**src/rtl/ft_packet_pkg.sv**
```systemverilog
// Shared definitions for the FT telemetry framing paths (host<->FPGA).
// Word order and packet width are common to serializer and deframer.
package ft_packet_pkg;

    localparam int          PKT_W         = 88;
    localparam int          WORDS_PER_PKT = 6;
    localparam logic [15:0] DEFAULT_SYNC  = 16'hA55A;

    typedef enum logic [1:0] {
        HUNT,
        DATA,
        EMIT
    } state_e;

    // Word idx lands on bits [16*idx+15 : 16*idx]; the last word only has a byte.
    function automatic logic [PKT_W-1:0] place_word(
        input logic [PKT_W-1:0] pkt,
        input logic [2:0]       idx,
        input logic [15:0]      word
    );
        logic [PKT_W-1:0] r;
        r = pkt;
        unique case (idx)
            3'd0:    r[15:0]  = word;
            3'd1:    r[31:16] = word;
            3'd2:    r[47:32] = word;
            3'd3:    r[63:48] = word;
            3'd4:    r[79:64] = word;
            3'd5:    r[87:80] = word[7:0];
            default: r        = pkt;
        endcase
        return r;
    endfunction

endpackage

```
**src/rtl/ft_packet_deframer_sat_counter.sv**
```systemverilog
// Event counter with synchronous clear; SAT selects hold-at-max versus wrap.
// Clear wins over a same-cycle increment.
module sat_counter
    import ft_packet_pkg::*;
#(
    parameter int W   = 16,
    parameter bit SAT = 1'b0
) (
    input  logic         clk,
    input  logic         rst_n,
    input  logic         inc_i,
    input  logic         clr_i,
    output logic [W-1:0] cnt_o
);

    logic [W-1:0] cnt_q;
    logic         full;

    assign full  = SAT && (&cnt_q);
    assign cnt_o = cnt_q;

    always_ff @(posedge clk or negedge rst_n) begin
        if (!rst_n) begin
            cnt_q <= '0;
        end else if (clr_i) begin
            cnt_q <= '0;
        end else if (inc_i && !full) begin
            cnt_q <= cnt_q + W'(1);
        end
    end

endmodule

```
**src/rtl/ft_packet_deframer.sv**
```systemverilog
// Host-to-FPGA deframer: sync hunt, 6-word packet reassembly, error counting.
// Define FT_DEFRAME_CHECKSUM_EN to require a trailing XOR checksum word.
module ft_packet_deframer
    import ft_packet_pkg::*;
#(
    parameter logic [15:0] SYNC_WORD      = DEFAULT_SYNC,
    parameter int          TIMEOUT_CYCLES = 1024,
    parameter int          CNT_W          = 16
) (
    input  logic             clk,
    input  logic             rst_n,
    input  logic [15:0]      ui_dout,
    input  logic [1:0]       ui_dout_be,
    input  logic             ui_dout_empty,
    output logic             ui_dout_get,
    input  logic             clear_counters,
    output logic [PKT_W-1:0] packet_data,
    output logic             packet_valid,
    output logic [CNT_W-1:0] pkt_count,
    output logic [CNT_W-1:0] err_count,
    output logic             frame_busy
);

    localparam int TW = $clog2(TIMEOUT_CYCLES + 1);

    state_e           state_q, state_d;
    logic [2:0]       idx_q;
    logic [TW-1:0]    to_q;
    logic [PKT_W-1:0] shadow_q;
    logic [PKT_W-1:0] pkt_q;
    logic             valid_q;
    logic             get_q;
    logic             busy_q;

    logic accept;
    logic last_data;
    logic be_ok;
    logic frame_ok;
    logic frame_err;

`ifdef FT_DEFRAME_CHECKSUM_EN
    logic [15:0] csum_q;
    logic [15:0] word_m;
    assign word_m = last_data ? {8'h00, ui_dout[7:0]} : ui_dout;
`endif

    always_comb begin
        accept    = get_q && !ui_dout_empty;
        last_data = (idx_q == 3'(WORDS_PER_PKT - 1));
        be_ok     = last_data ? ui_dout_be[0] : (ui_dout_be == 2'b11);
        frame_ok  = 1'b0;
        frame_err = (state_q == DATA) && !accept
                    && (to_q == TW'(TIMEOUT_CYCLES - 1));
        if (state_q == DATA && accept) begin
`ifdef FT_DEFRAME_CHECKSUM_EN
            if (idx_q == 3'(WORDS_PER_PKT)) begin
                if (ui_dout_be == 2'b11 && ui_dout == csum_q) begin
                    frame_ok = 1'b1;
                end else begin
                    frame_err = 1'b1;
                end
            end else if (!be_ok) begin
                frame_err = 1'b1;
            end
`else
            if (!be_ok) begin
                frame_err = 1'b1;
            end else if (last_data) begin
                frame_ok = 1'b1;
            end
`endif
        end
    end

    always_comb begin
        state_d = state_q;
        unique case (state_q)
            HUNT: begin
                if (accept && ui_dout == SYNC_WORD && ui_dout_be == 2'b11) begin
                    state_d = DATA;
                end
            end
            DATA: begin
                if (frame_err) begin
                    state_d = HUNT;
                end else if (frame_ok) begin
                    state_d = EMIT;
                end
            end
            EMIT:    state_d = HUNT;
            default: state_d = HUNT;
        endcase
    end

    always_ff @(posedge clk or negedge rst_n) begin
        if (!rst_n) begin
            state_q  <= HUNT;
            idx_q    <= '0;
            to_q     <= '0;
            shadow_q <= '0;
            pkt_q    <= '0;
            valid_q  <= 1'b0;
            get_q    <= 1'b0;
            busy_q   <= 1'b0;
`ifdef FT_DEFRAME_CHECKSUM_EN
            csum_q   <= '0;
`endif
        end else begin
            state_q <= state_d;
            get_q   <= (state_d != EMIT);
            busy_q  <= (state_d == DATA);
            valid_q <= frame_ok;
            unique case (state_q)
                HUNT: begin
                    idx_q  <= '0;
                    to_q   <= '0;
`ifdef FT_DEFRAME_CHECKSUM_EN
                    csum_q <= '0;
`endif
                end
                DATA: begin
                    if (frame_ok) begin
`ifdef FT_DEFRAME_CHECKSUM_EN
                        pkt_q <= shadow_q;
`else
                        pkt_q <= place_word(shadow_q, idx_q, ui_dout);
`endif
                    end else if (!frame_err) begin
                        if (accept) begin
                            shadow_q <= place_word(shadow_q, idx_q, ui_dout);
                            idx_q    <= idx_q + 3'd1;
                            to_q     <= '0;
`ifdef FT_DEFRAME_CHECKSUM_EN
                            csum_q   <= csum_q ^ word_m;
`endif
                        end else begin
                            to_q <= to_q + TW'(1);
                        end
                    end
                end
                default: ;
            endcase
        end
    end

    sat_counter #(.W(CNT_W), .SAT(1'b0)) u_pkt_cnt (
        .clk   (clk),
        .rst_n (rst_n),
        .inc_i (frame_ok),
        .clr_i (clear_counters),
        .cnt_o (pkt_count)
    );

    sat_counter #(.W(CNT_W), .SAT(1'b1)) u_err_cnt (
        .clk   (clk),
        .rst_n (rst_n),
        .inc_i (frame_err),
        .clr_i (clear_counters),
        .cnt_o (err_count)
    );

    assign ui_dout_get  = get_q;
    assign packet_data  = pkt_q;
    assign packet_valid = valid_q;
    assign frame_busy   = busy_q;

endmodule

```
**config.mk**
```make
export PLATFORM = sky130hd
export DESIGN_NAME = ft_packet_deframer
export DESIGN_NICKNAME = d
export VERILOG_FILES = /design/src/rtl/ft_packet_pkg.sv /design/src/rtl/ft_packet_deframer_sat_counter.sv /design/src/rtl/ft_packet_deframer.sv
export SDC_FILE = /design/constraint.sdc
export NUM_CORES = 1
export LEC_CHECK = 0
export CAP_MARGIN = 10
export CORE_ASPECT_RATIO = 0.75
export CORE_MARGIN = 2
export CORE_UTILIZATION = 45
export CTS_CLUSTER_SIZE = 8
export DETAILED_ROUTE_END_ITERATION = 8
export PLACE_DENSITY = 0.69
export SYNTH_ARGS = -nofsm -noshare
export SYNTH_HDL_FRONTEND = slang
export SYNTH_SLANG_ARGS = --single-unit
```
**constraint.sdc**
```tcl
create_clock -name clk -period 3.3 [get_ports clk]
set_clock_uncertainty 0.15 [all_clocks]
set_input_delay 0.99 -clock clk [delete_from_list [all_inputs] [get_ports clk]]
set_output_delay 0.99 -clock clk [all_outputs]
set_load 0.05 [all_outputs]
```
==> results of run 1 <==
-- worst paths after layout --
kind | from | endpoint | slack (ns)
max | u_err_cnt.cnt_o[6]$_DFFE_PN0P_ | err_count[6] | 0.28
min | rst_n | to_q[3]$_DFFE_PN0P_ | 0.27
max reg2reg | idx_q[1]$_DFFE_PN0P_ | shadow_q[36]$_DFFE_PN0P_ | 0.85
min reg2reg | shadow_q[6]$_DFFE_PN0P_ | packet_data[6]$_DFFE_PN0P_ | 0.31
max in group asynchronous | rst_n | packet_data[4]$_DFFE_PN0P_ | 2.02
min in group clk | shadow_q[6]$_DFFE_PN0P_ | packet_data[6]$_DFFE_PN0P_ | 0.31
-- area by class of cell --
class                   count  area [µm²]
fillers                  1646        8240
flip-flops and latches    219        5480
multi-input cells         567        3570
repair buffers            180        1820
clock buffers              31         776
well taps                 258         323
inverters                  12        46.3
clock inverters             2        16.3
diodes                      1        2.50
-- cell usage in the layout, fill, tap and decap left out, types with 10 or more instances in the layout --
| cell | instances |
|---|---|
| buf_4 | 28 |
| xnor2_1 | 11 |
| o21ai_0 | 48 |
| dfrtp_1 | 219 |
| mux2_1 | 42 |
| inv_1 | 10 |
| nand3_1 | 10 |
| nand2_1 | 231 |
| mux2i_1 | 32 |
| or4_1 | 12 |
| clkbuf_16 | 31 |
| clkdlybuf4s50_1 | 143 |
| nand4_1 | 10 |
| a21oi_1 | 26 |
| nor2_1 | 19 |
| o31ai_1 | 13 |
| mux2_2 | 38 |
-- per-layer routing --
metal | GRT usage [%] | wire length, µm | vias up
met1 | 33.9 | 11700 | 3317
met4 | 4.02 | 260 | 0
met3 | 4.18 | 1250 | 26
met5 | 0 | 0 | -
met2 | 29.1 | 9240 | 167
li1 | - | - | 3228
-- state kept, by name (all words and copies together), names as in the netlist --
name	count
frame_busy	1
idx_q	3
packet_data	88
packet_valid	1
shadow_q	80
state_q	2
to_q	11
u_err_cnt.cnt_o	16
u_pkt_cnt.cnt_o	16
ui_dout_get	1
-- cell families (layout without fill, tap and decap cells) --
group	Yosys count	count (layout)
AND/OR/NAND/NOR	331	331
buffers and inverters	55	225
adder cells (fa/ha/maj)	8	8
XOR/XNOR	14	14
multiplexers	112	112
flip-flops	219	219
AO/OA/AOI/OAI	102	102
other	0	1
-- power groups by stage --
stage	registers [mW]	clock network, mW	logic (mW)
2_1_floorplan	2.88	0	0.117
3_3_place_gp	2.88	0	0.287
3_5_place_dp	2.89	0	0.294
4_1_cts	2.84	2.74	0.295
5_1_grt	2.85	2.86	0.319
6_report	2.84	2.68	0.289
-- cells in the mapped netlist (all sizes together), types with 3 or more instances --
cell type | instances | area share [%]
buf | 19 | 1.3
or4 | 12 | 0.97
mux2i | 32 | 3.4
and4 | 3 | 0.28
nor4 | 5 | 0.50
and3 | 8 | 0.54
xnor2 | 11 | 1.0
inv | 10 | 0.40
xor2 | 3 | 0.28
or3 | 6 | 0.40
dfrtp | 219 | 59
nand3 | 12 | 0.78
nand4 | 10 | 0.67
mux2 | 80 | 9.7
nor4bb | 3 | 0.32
nand2 | 232 | 9.4
o21ai | 48 | 2.6
nor2 | 20 | 0.83
a21oi | 26 | 1.4
nor3 | 6 | 0.32
ha | 8 | 1.1
clkbuf | 24 | 0.97
a2111oi | 4 | 0.38
o31ai | 13 | 1.0
-- metrics by stage --
stage          hold slack, ns  cells
4_1_cts                 0.269   1269
2_1_floorplan           0.282    841
3_5_place_dp            0.298   1236
5_1_grt                 0.283   1269
6_report                0.265   1270
3_3_place_gp            0.294   1236
==> results.sh, run 1 <==
export IMPL_die_area_mm2=0.0218
export IMPL_setup_tns_ns=0
export IMPL_yosysWarningCount=0
export IMPL_fin_crit_ns=3.02
export IMPL_synthMuxAreaShare_pct=13.1
export IMPL_crit_chain="clkdlybuf4s50_1"
export IMPL_drt_pass1_iterations=5
export IMPL_synth_compound_area_share_pct=6.42
export IMPL_vias_per_cell=5.31
export IMPL_dieWidth_um=170
export IMPL_swShare_pct=21.8
export IMPL_final_period_utilization_pct=91.5
export IMPL_synthXorXnorAreaFrac_pct=1.32
export IMPL_clk_pin_slew_ns=0.05
export IMPL_reg2regPathDepth=8
export IMPL_yosys_register_bits=219
export IMPL_cts_buffer_depth=3
export IMPL_nets=1041
export IMPL_setup_worst_path_class="reg2out"
export IMPL_synth_fa_ha_area_share_pct=1.08
export IMPL_slowest_delay_ns=0.86
export IMPL_pwr_share_comb_pct=5.0
export IMPL_placed_area_mm2=0.0112
export IMPL_cts_root_buf="clkbuf_16"
export IMPL_drc=0
export IMPL_synth_edf_count=0
export IMPL_grt_max_degree=72
export IMPL_fin_area_mm2=0.0120
export IMPL_hold_buffers=0
export IMPL_hold_viol=0
export IMPL_cts_setup_buffers=0
export IMPL_worst_slack_ns=0.281
export IMPL_yosys_most_used_dff="dfrtp_1"
export IMPL_crit_cells=1
export IMPL_drive_gt1_share_pct=12.0
export IMPL_cp_required_ns=2.16
export IMPL_grtUsageTotal_pct=20.9
export IMPL_overflow=0
export IMPL_ys_async_sr_fraction_pct=100
export IMPL_p_leak_nw=5.68
export IMPL_synth_cells=841
export IMPL_dp_slack_ns=0.0862
export IMPL_synth_area_mm2=0.00930
export IMPL_critical_path_buf_inv_count=1
export IMPL_place_congestion=0.792
export IMPL_areaGrowthSynthToFinish_pct=29.4
export IMPL_critPathTopFamily="buffers and inverters"
export IMPL_rows=45
export IMPL_ir_drop_v=0.000394
export IMPL_synth_top_family_by_area="simple AND/OR/NAND/NOR gates"
export IMPL_clock_fmax_ghz=0.331
export IMPL_crit_path_start_kind="flop"
export IMPL_power_mw=5.81
export IMPL_cp_slowest_cell="clkdlybuf4s50_1"
export IMPL_cts_repair_resized=0
export IMPL_coreArea_mm2=0.0203
export IMPL_p_int_mw=4.54
export IMPL_drv_slew=0
export IMPL_seqPwrFrac_pct=48.9
export IMPL_initial_utilization_pct=45.9
export IMPL_wl_per_cell_um=17.7
export IMPL_path_max_fanout=7
export IMPL_setup_violations=0
export IMPL_fin_util_pct=59.4
export IMPL_yosys_area_share_simple_pct=16.3
export IMPL_routed_wirelength_mm=22.4
export IMPL_hp_class="in2async"
export IMPL_io_buffers=144
export IMPL_vias=6738
export IMPL_p_clk_share_pct=46.1
export IMPL_cts_buffers=31
export IMPL_ys_types=54
export IMPL_rsz0062_at_grt="no"
export IMPL_cts_tree="yes"
export IMPL_worst_pin_slew_ns=0.677
export IMPL_ys_seq_area_share_pct=58.9
export IMPL_end_kind="output pin"
export IMPL_outcome="complete, no violations"
export IMPL_slew_headroom_pct=54.5
export IMPL_die_y_um=128
export IMPL_clkLatencyLatePin_ns=0.53
export IMPL_hpwl_mm=15.2
export IMPL_syn_num_nets=871
export IMPL_avgSynthCellArea_um2=11.1
export IMPL_htreeDepth=1
export IMPL_grt_pass1_vias=6577
export IMPL_grt_pass1_wl_mm=36.1
export IMPL_antenna_found_initial=1
export IMPL_ant_nets=0
export IMPL_netSwitchingPower_mw=1.27
export IMPL_power_density_mw_per_mm2=483
export IMPL_drt_first_iter_violations=518
export IMPL_clock_sinks=219
export IMPL_maxCapViolCount=0
export IMPL_critPathArrivalTime_ns=1.88
export IMPL_io_pins=145
Note: power is estimated with default switching activity, not from simulation.
==> inputs of run 2 (changes only) <==
CORE_UTILIZATION = 54   (was 45)
PLACE_DENSITY = 0.8   (was 0.69)
==> results.sh, run 2 (same netlist as run 1, synthesis figures left out) <==
export IMPL_antenna_found_initial=0
export IMPL_setup_tns_ns=0
export IMPL_critical_path_buf_inv_count=1
export IMPL_cts_tree="yes"
export IMPL_path_max_fanout=7
export IMPL_p_int_mw=4.54
export IMPL_drc=0
export IMPL_cp_slowest_cell="clkdlybuf4s50_1"
export IMPL_crit_chain="clkdlybuf4s50_1"
export IMPL_cts_buffer_depth=3
export IMPL_hold_viol=0
export IMPL_setup_violations=0
export IMPL_rows=41
export IMPL_swShare_pct=22.2
export IMPL_grtUsageTotal_pct=25.5
export IMPL_clock_fmax_ghz=0.336
export IMPL_final_common_cell="nand2_1"
export IMPL_fin_crit_ns=2.98
export IMPL_routed_wirelength_mm=23.3
export IMPL_mostFrequentLayoutCells="nand2_1 (231), dfrtp_1 (219), clkdlybuf4s50_1 (143)"
export IMPL_wl_per_cell_um=19.0
export IMPL_io_pins=145
export IMPL_dieWidth_um=156
export IMPL_drt_first_iter_violations=488
export IMPL_slowest_delay_ns=0.84
export IMPL_io_buffers=144
export IMPL_worst_pin_slew_ns=0.991
export IMPL_clkLatencyLatePin_ns=0.53
export IMPL_power_density_mw_per_mm2=489
export IMPL_grt_max_degree=79
export IMPL_nets=1040
export IMPL_slew_headroom_pct=33.8
export IMPL_fin_util_pct=71.1
export IMPL_antennaDiodeCount=0
export IMPL_coreArea_mm2=0.0168
export IMPL_clk_pin_slew_ns=0.05
export IMPL_crit_path_start_kind="flop"
export IMPL_final_period_utilization_pct=90.2
export IMPL_grt_pass1_wl_mm=37.0
export IMPL_hpwl_mm=14.9
export IMPL_hp_class="in2async"
export IMPL_end_kind="output pin"
export IMPL_seqPwrFrac_pct=48.9
export IMPL_areaGrowthSynthToFinish_pct=28.6
export IMPL_htreeDepth=1
export IMPL_clock_sinks=219
export IMPL_cp_required_ns=2.16
export IMPL_drt_pass1_iterations=4
export IMPL_rsz0062_at_grt="no"
export IMPL_place_congestion=0.838
export IMPL_die_y_um=118
export IMPL_pwr_share_comb_pct=5.0
export IMPL_die_area_mm2=0.0183
export IMPL_p_clk_share_pct=46.1
export IMPL_outcome="complete, no violations"
export IMPL_drv_slew=0
export IMPL_setup_worst_path_class="reg2out"
export IMPL_overflow=0
export IMPL_largest_reg_flops=88
export IMPL_cts_repair_resized=0
export IMPL_cts_root_buf="clkbuf_16"
export IMPL_maxCapViolCount=0
export IMPL_vias=7041
export IMPL_ant_nets=0
export IMPL_grt_pass1_vias=6877
export IMPL_ir_drop_v=0.000361
export IMPL_cts_buffers=31
export IMPL_critPathTopFamily="buffers and inverters"
export IMPL_initial_utilization_pct=55.3
export IMPL_hold_buffers=0
export IMPL_p_leak_nw=5.67
export IMPL_vias_per_cell=5.75
export IMPL_cts_setup_buffers=0
export IMPL_critPathArrivalTime_ns=1.84
export IMPL_netSwitchingPower_mw=1.30
export IMPL_drive_gt1_share_pct=11.9
-- run 2: cell types whose count changed in the layout (fill, tap and decap cells not counted) --
cell | previous run | this run
diode_2 | 1 | 0
buf_12 | 8 | 7
-- run 2: layout make-up --
type	instances	area (µm²)
timing repair buffer	179	1800
clock inverter	2	16.3
sequential	219	5480
fill	1183	4870
tap	215	269
clock buffer	31	776
inverter	12	46.3
multi-input combinational	567	3570
-- run 2: path summary, 6_finish.rpt --
kind	cells after the start	from	slack (ns)	end
max	1	u_err_cnt.cnt_o[6]$_DFFE_PN0P_	0.32	err_count[6]
min	1	rst_n	0.29	to_q[5]$_DFFE_PN0P_
max reg2reg	8	idx_q[1]$_DFFE_PN0P_	0.84	shadow_q[24]$_DFFE_PN0P_
min reg2reg	2	shadow_q[9]$_DFFE_PN0P_	0.31	packet_data[9]$_DFFE_PN0P_
max in group asynchronous	2	rst_n	1.98	shadow_q[14]$_DFFE_PN0P_
min in group clk	2	shadow_q[9]$_DFFE_PN0P_	0.31	packet_data[9]$_DFFE_PN0P_
-- run 2: worst reg2reg max path: cells and delay by family, from the launching register on --
| family | cells | cell delay, ns |
|---|---|---|
| multiplexers | 1 | 0.36 |
| flip-flops | 1 | 0.39 |
| adder cells (fa/ha/maj) | 1 | 0.18 |
| buffers and inverters | 3 | 0.37 |
| AND/OR/NAND/NOR | 3 | 0.89 |
-- run 2: power groups by stage --
| stage | Clock (mW) | Combinational [mW] | Sequential [mW] |
|---|---|---|---|
| 5_1_grt | 2.85 | 0.317 | 2.86 |
| 2_1_floorplan | 0 | 0.117 | 2.88 |
| 6_report | 2.69 | 0.293 | 2.85 |
| 3_3_place_gp | 0 | 0.280 | 2.89 |
| 3_5_place_dp | 0 | 0.290 | 2.89 |
| 4_1_cts | 2.73 | 0.296 | 2.85 |
-- run 2: stage by stage --
stage,hold slack [ns],instances,area [µm²],power [mW],setup WS (ns)
after floorplan,0.282,841,9300,2.99,0.464
after global placement,0.294,1192,11200,3.17,0.125
after detailed placement,0.298,1192,11200,3.18,0.0738
after CTS,0.314,1225,12000,5.87,0.317
after global routing,0.332,1225,12000,6.03,0.273
final,0.292,1225,12000,5.84,0.325
-- run 2: per-layer routing --
metal	share of wire (%)	track usage, %	vias to the layer above
li1	-	-	3234
met3	5.9	4.49	28
met1	47	39.1	3551
met2	46	38.9	228
met4	1.3	4.30	0
met5	0	0	-
==> inputs of run 3 (changes only) <==
CTS_CLUSTER_SIZE = not set   (was 8)
==> results.sh, run 3 (same netlist as run 1, synthesis figures left out) <==
export IMPL_outcome="complete, no violations"
export IMPL_place_congestion=0.838
export IMPL_slowest_delay_ns=0.85
export IMPL_path_max_fanout=7
export IMPL_hold_viol=0
export IMPL_r2r_end="shadow_q[29]$_DFFE_PN0P_"
export IMPL_p_leak_nw=5.68
export IMPL_drive_gt1_share_pct=12.2
export IMPL_startpoint="u_err_cnt.cnt_o[11]$_DFFE_PN0P_"
export IMPL_routed_wirelength_mm=22.7
export IMPL_cp_required_ns=2.16
export IMPL_rrSetupSlack_ns=0.83
export IMPL_clkLatencyLatePin_ns=0.50
export IMPL_grt_pass1_vias=6651
export IMPL_ir_drop_v=0.000290
export IMPL_grt_use_met1_pct=38.6
export IMPL_min_delay_path_depth=2
export IMPL_final_period_utilization_pct=89.1
export IMPL_setup_tns_ns=0
export IMPL_die_y_um=118
export IMPL_min_to="packet_data[40]$_DFFE_PN0P_"
export IMPL_ant_nets=0
export IMPL_grt_pass1_wl_mm=35.7
export IMPL_critPathTopFamily="buffers and inverters"
export IMPL_drv_slew=0
export IMPL_crit_cells=1
export IMPL_drt_pass1_iterations=4
export IMPL_critical_path_buf_inv_count=1
export IMPL_dp_slack_ns=0.0738
export IMPL_use_met2_pct=36.1
export IMPL_slew_headroom_pct=36.1
export IMPL_hpwl_mm=14.9
export IMPL_cts_setup_buffers=0
export IMPL_maxCapViolCount=0
export IMPL_vias=6965
export IMPL_final_common_cell="nand2_1"
export IMPL_cp_slowest_cell="clkdlybuf4s50_1"
export IMPL_clk_pin_slew_ns=0.06
export IMPL_cts_tree="yes"
export IMPL_cts_buffers=22
export IMPL_worst_pin_slew_ns=0.957
export IMPL_htreeDepth=1
export IMPL_fin_area_mm2=0.0120
export IMPL_dieWidth_um=156
export IMPL_setup_violations=0
export IMPL_mostFrequentLayoutCells="nand2_1 (231), dfrtp_1 (219), clkdlybuf4s50_1 (143)"
export IMPL_reg2regPathDepth=8
export IMPL_cts_buffer_depth=3
export IMPL_io_pins=145
export IMPL_grt_met3_usage_pct=4.64
export IMPL_worst_slack_ns=0.358
export IMPL_hp_class="reg2reg"
export IMPL_cts_root_buf="clkbuf_16"
export IMPL_busiest_layer="met1"
export IMPL_holdCritStartpoint="shadow_q[40]$_DFFE_PN0P_"
export IMPL_critPathArrivalTime_ns=1.80
export IMPL_nets=1031
export IMPL_cts_repair_resized=0
export IMPL_die_area_mm2=0.0183
export IMPL_setup_worst_path_class="reg2out"
export IMPL_rsz0062_at_grt="no"
export IMPL_vias_per_cell=5.65
export IMPL_rows=41
export IMPL_io_buffers=144
export IMPL_areaGrowthSynthToFinish_pct=28.6
export IMPL_crit_path_start_kind="flop"
export IMPL_coreArea_mm2=0.0168
export IMPL_end_kind="output pin"
export IMPL_drt_first_iter_violations=534
export IMPL_drc=0
export IMPL_power_mw=5.83
export IMPL_power_density_mw_per_mm2=488
export IMPL_initial_utilization_pct=55.3
export IMPL_clock_sinks=219
export IMPL_clock_fmax_ghz=0.340
export IMPL_largest_reg_flops=88
export IMPL_fin_crit_ns=2.94
export IMPL_wl_per_cell_um=18.4
export IMPL_overflow=0
export IMPL_antennaDiodeCount=0
export IMPL_crit_chain="clkdlybuf4s50_1"
export IMPL_hold_buffers=0
export IMPL_grt_max_degree=79
export IMPL_placed_area_mm2=0.0112
export IMPL_antenna_found_initial=0
export IMPL_reg2reg_from="idx_q[1]$_DFFE_PN0P_"
export IMPL_grtUsageTotal_pct=24.6
[run 3: cell types whose count changed in the layout (fill, tap and decap cells not counted)]
| cell | previous run | this run |
|---|---|---|
| clkbuf_16 | 31 | 23 |
| bufinv_16 | 0 | 4 |
| clkinv_2 | 1 | 6 |
| inv_6 | 1 | 0 |
| clkbuf_1 | 0 | 3 |
| clkbuf_8 | 0 | 4 |
[run 3: routing by layer]
metal  vias to the layer above  part of all wire [%]
met2                       257                    44
met4                         0                   1.6
met1                      3452                    47
li1                       3222                     -
met5                         -                     0
met3                        34                   7.5
[run 3: power breakdown]
group	leakage (nW)	total [mW]	internal [mW]	switching (mW)
registers	3.03	2.85	2.78	0.0629
clock network	0.392	2.69	1.68	1.02
logic	2.26	0.294	0.124	0.169
total	5.68	5.83	4.58	1.25
[run 3: worst max-delay path by stage]
| stage | slack (ns) | endpoint |
|---|---|---|
| 2_1_floorplan | 0.46 | shadow_q[10]$_DFFE_PN0P_ |
| 3_3_place_gp | 0.13 | shadow_q[18]$_DFFE_PN0P_ |
| 3_5_place_dp | 0.07 | shadow_q[17]$_DFFE_PN0P_ |
| 4_1_cts | 0.34 | err_count[10] |
| 5_1_grt | 0.31 | err_count[10] |
| 6_report | 0.36 | err_count[11] |
[run 3: layout make-up]
cell class                 instances  area (µm²)
sequential                       219        5480
inverter                          12        46.3
multi-input combinational        567        3570
clock buffer                      30         642
fill                            1184        4870
timing repair buffer             179        1800
tap                              215         269
clock inverter                    10         153
[run 3: through the flow]
step	hold WS (ns)	std cells	util [%]
final	0.318	1232	71.1
after global routing	0.330	1232	71.1
after CTS	0.315	1232	71.1
after detailed placement	0.298	1192	66.4
after global placement	0.294	1192	66.4
after floorplan	0.282	841	-
